File: src/rtl/sdram_model_bank.sv
// One SDRAM bank: open/row state, tRCD/tRP down-counters and pending
// auto-precharge that closes the bank when its burst finishes.
module sdram_model_bank #(
    parameter int RAW      = 12,
    parameter int tRCD_CYC = 2,
    parameter int tRP_CYC  = 2
) (
    input  logic           clk,
    input  logic           rst,
    input  logic           act,
    input  logic           pre,
    input  logic           rw,
    input  logic           ap,
    input  logic           burst_end,
    input  logic [RAW-1:0] row_in,
    output logic           is_open,
    output logic [RAW-1:0] row,
    output logic           trcd_ok,
    output logic           trp_ok
);
    logic [3:0] trcd_cnt, trp_cnt;
    logic       ap_pending, ap_close;

    // A BL=1 access ends on its own command edge, so honour its ap bit directly.
    assign ap_close = burst_end && (rw ? ap : ap_pending);
    assign trcd_ok  = (trcd_cnt == 4'd0);
    assign trp_ok   = (trp_cnt == 4'd0);

    always_ff @(posedge clk) begin
        if (rst) begin
            is_open    <= 1'b0;
            row        <= '0;
            trcd_cnt   <= 4'd0;
            trp_cnt    <= 4'd0;
            ap_pending <= 1'b0;
        end else begin
            if (trcd_cnt != 4'd0) trcd_cnt <= trcd_cnt - 4'd1;
            if (trp_cnt != 4'd0)  trp_cnt  <= trp_cnt - 4'd1;
            if (rw) ap_pending <= ap;
            if (act) begin
                is_open  <= 1'b1;
                row      <= row_in;
                trcd_cnt <= 4'(tRCD_CYC - 1);
            end
            if (pre || ap_close) begin
                is_open    <= 1'b0;
                ap_pending <= 1'b0;
                trp_cnt    <= 4'(tRP_CYC - 1);
            end
        end
    end

endmodule

File: config.mk
export PLATFORM = sky130hd
export DESIGN_NAME = sdram_model_bank
export DESIGN_NICKNAME = d
export VERILOG_FILES = /design/src/rtl/sdram_model_bank.sv
export SDC_FILE = /design/constraint.sdc
export NUM_CORES = 1
export LEC_CHECK = 0
export ABC_CLOCK_PERIOD_IN_PS = 1820
export CAP_MARGIN = 5
export CORE_MARGIN = 10
export CORE_UTILIZATION = 25
export DETAILED_ROUTE_END_ITERATION = 12
export PLACE_DENSITY_LB_ADDON = 0.05
export SLEW_MARGIN = 40
export SYNTH_ARGS = -nofsm -noshare
export SYNTH_HDL_FRONTEND = slang
export SYNTH_SLANG_ARGS = --single-unit
File: constraint.sdc
create_clock -name clk -period 1.82 [get_ports clk]
set_clock_uncertainty 0.05 [all_clocks]
set_input_delay 0.546 -clock clk [delete_from_list [all_inputs] [get_ports clk]]
set_output_delay 0.546 -clock clk [all_outputs]
set_load 0.02 [all_outputs]
==> results <==
- The flow ran to the end, and the final reports show no timing, DRC or antenna violations.
- The highest-utilization routing layer at the global route stage is met2.
- The detailed-router iteration count before antenna repair is 4.
- In this design, the stage delay of the slowest critical-path cell is around 350 ps.
- The vertical die dimension is about 80 µm.
- The startpoint of the worst setup timing path is trcd_cnt[0]$_SDFFE_PP0P_.
- For this run, the post-layout net count is 157.
- Walking the worst path, the cells encountered are inv_2 > ha_4 > nor3b_4 > buf_6.
- Using the TritonRoute via totals, the vias-per-cell ratio works out to slightly above 4.
- The clock-pin transition on the worst setup and hold timing paths is 110 ps.
- TritonCTS built the clock tree.
- The total via count after detailed routing is 740.
- Setup repair after global routing could not meet its margin everywhere.
- The number of global-route vias before repair is roughly 770.
- The DRC violation count after routing is 0.
- In this run the tool buffered the top-level ports with 33 buffer cells.
- Measured along the x axis, the die boundary spans about 80 µm.
- The top-level I/O count is 34.
- The number of clock buffers inserted by TritonCTS is 3.
- The tool flagged a number of max-cap violations equal to 0.
- The number of hold violations in the final report is 0.
- The starting density of the core is a little over a quarter.
- Based on the critical path, the design can be clocked at up to roughly 560 MHz.
- The aggregate global routing overflow is 0.
- The net switching power figure is slightly above 300 µW.
- Global routing consumed, over all layers together, under 10% of the routing resources.
- A synthesized cell averages slightly above 10 µm².
- The number of buffers between clock root and the deepest sink is 2.
- The worst setup path is of the flip-flop to output port kind.
- The area enclosed by the die boundary is ~0.0063 mm².
- The class of the most critical hold timing path is flip-flop to flip-flop.
- The initial antenna violation count was 0.
- The setup slack at placement is -225 ps.
- The post-route setup TNS is 0 ps.
- The post-route worst setup slack is 25.4 ps.
- In this run the critical register-to-register path is launched from trp_cnt[1]$_SDFFE_PP0P_.
- Data on the critical path is required at its endpoint by about 1200 ps.
- The number of antenna diodes in the final layout is 0.
- After layout, the worst path uses a little over nine tenths of the clock period.
- After floorplanning, the core was divided into 21 placement rows.
- The power density over cell area is between 700 and 800 mW/mm².
- For the pin with the worst max-slew slack, the measured transition is 301 ps.
- The clock latency of the later-clocked register in the worst-skew pair is around 310 ps.
- CTS built an H-tree with a depth of 1.
- The register area share after synthesis is around 50%.
- Detailed placement ended at an HPWL of around 1500 µm.
- The number of standard cells in the final layout excluding fillers is 181.
- In this run, synthesis produced a sequential element count of 22.
- The met1 capacity usage during global routing is between 6 and 7%.
- Of the total power, the clock network draws between 20% and 30%.
- The register share of total power is a little under half.
- Routability-driven placement finished with a final weighted congestion of roughly 0.66.
- The post-layout minimum cycle time is 1790 ps.
- The first global-routing pass estimated 3510 µm of wire.
- Yosys mapped the design onto 21 distinct sky130hd cell types.
- The top cell types in the final layout, fill and taps aside, are sky130_fd_sc_hd__dfxtp_1, sky130_fd_sc_hd__clkdlybuf4s50_1, sky130_fd_sc_hd__nor2_1.
- The worst-case IR drop observed on VDD is between 0.6 and 0.7 mV.
- The root buffer cell is sky130_fd_sc_hd__clkbuf_4.
- Once placement completed, the tool counted placed cells totaling approximately 170.
- The number of synthesis warnings is 0.
- The number of nets in the synthesized netlist is 108.
- The met2 usage is approximately an eighth.
- The pin count of the biggest net entering global routing is 18.
- The design draws about 1.1 mW.
- The global-route met3 utilization is under 10%.
- The max-slew violation count came to 0.
- For this design, the sink count on the clock tree is 22.
- The relative slew slack is between 70% and 80%.
- The leakage component of the power is around 0.66 nW.
- After detailed routing, the total wire length is 2140 µm.
- The arrival time of the worst setup path is 1200 ps.
- The origin of the worst min-delay path is is_open$_SDFFE_PP0P_.
- Dividing the detail-routed wire length by the instance count gives roughly 12 µm.
- The internal power of the cells is roughly 840 µW.
- The combinational cell fraction of total power is 30.1%.
- Along the worst path, the maximum fanout reaches 2.
- The layout overhead on the synthesized area is 63.9%.
- After technology mapping, the gate count stands at 87.
- The final-report setup violation count is 0.
- The cell depth of the worst flop-to-flop path is 8.
- The number of DRC markers after the initial detailed-route iteration is 26.
- STA classifies the critical path endpoint as an output port.
- The fill cell total of the finished layout is 344.
- The critical path's slowest cell is sky130_fd_sc_hd__dfxtp_2.
- The depth of the worst hold-timing path is 2.
- The core region is 0.00339 mm².
- The nature of the critical path startpoint is a flip-flop.
- The count of nets left with antenna violations once routing finished came out at 0.
- The post-route netlist has between 20% and 30% of its cells at a drive strength greater than 1.
- The count of hold buffers inserted by post-cts repair is 0.
- The net switching share of the total power is 26.7%.
- The post-synthesis instance area is about 890 µm².
## cells by family after synthesis
kind of cell    count (synthesis)  synth area share (%)
compound gates                  7                  5.64
xor+xnor                        2                  1.97
fa+ha+maj                       2                  2.82
buf+inv                         9                  4.09
flops                          22                  49.6
mux                            16                  18.8
simple gates                   29                  17.1
## through the flow
stage / utilization, % / instance area (µm²) / hold WS, ps
global placement: 40.1 / 1360 / 420
floorplan: - / 887 / 418
global route: 42.9 / 1450 / 474
CTS: 41.6 / 1410 / 439
detailed placement: 40.1 / 1360 / 414
finish: 42.9 / 1450 / 432
## flip-flops by register name (all words and copies together) (netlist names)
name and count:
ap_pending 1, row 12, trcd_cnt 4, trp_cnt 4, is_open 1
## timing repair
item                       4_1_cts  5_1_grt
setup endpoints to repair       15        2
setup buffers                    2        3
pin swaps                        2        1
gates resized for setup         34        4
## power by group through the flow
stage | clock network [mW] | logic [mW] | registers, mW
after floorplan | 0 | 0.139 | 0.560
after global placement | 0 | 0.314 | 0.541
after detailed placement | 0 | 0.316 | 0.541
after CTS | 0.285 | 0.327 | 0.534
after global routing | 0.309 | 0.379 | 0.539
final | 0.269 | 0.347 | 0.534
## worst paths after layout
kind	to	slack, ps
min	is_open$_SDFFE_PP0P_	430
max reg2reg	trp_cnt[0]$_SDFFE_PP0P_	370
min reg2reg	is_open$_SDFFE_PP0P_	430
max	trcd_ok	30
## cell type report
cell class                 instances  area (µm²)  area share (%)
multi-input combinational         56         442            30.4
inverter                           5        18.8            1.29
clock buffer                       4        36.3            2.50
sequential                        22         445            30.6
timing repair buffer              48         454            31.2
tap                               46        57.6            3.96
## synth_stat cells
master                      number  area share (%)
sky130_fd_sc_hd__a21oi_1         4             2.3
sky130_fd_sc_hd__nor2_1         17             7.2
sky130_fd_sc_hd__nor3_1          4             2.3
sky130_fd_sc_hd__nand2b_1        1            0.71
sky130_fd_sc_hd__buf_2           2             1.1
sky130_fd_sc_hd__nand3b_1        1            0.85
sky130_fd_sc_hd__a211oi_2        1             1.4
sky130_fd_sc_hd__xnor2_1         2             2.0
sky130_fd_sc_hd__mux2_2          1             1.3
sky130_fd_sc_hd__a211o_1         1            0.99
sky130_fd_sc_hd__nor3b_2         1             1.4
sky130_fd_sc_hd__nor2b_1         3             2.1
sky130_fd_sc_hd__ha_1            2             2.8
sky130_fd_sc_hd__dfxtp_1        22              50
sky130_fd_sc_hd__a2111oi_0       1            0.99
sky130_fd_sc_hd__nand2_1         1            0.42
sky130_fd_sc_hd__mux2_4          1             1.7
sky130_fd_sc_hd__nor3b_4         1             2.1
sky130_fd_sc_hd__inv_1           5             2.1
sky130_fd_sc_hd__mux2i_1        14              16
sky130_fd_sc_hd__clkbuf_1        2            0.85
## worst max-delay path, delay by kind of cell (launching register included)
kind	cells	cell delay [ps]
fa+ha+maj	1	130
flops	1	350
simple gates	1	200
buf+inv	2	220
## metal layers
layer | wire length [µm] | share of wire, % | vias up
met5 | 0 | 0 | -
met4 | 12 | 0.56 | 0
met3 | 188 | 8.8 | 2
met2 | 1050 | 49 | 18
met1 | 882 | 41 | 329
li1 | - | - | 391
No activity file was read; power rests on OpenSTA's default activity.
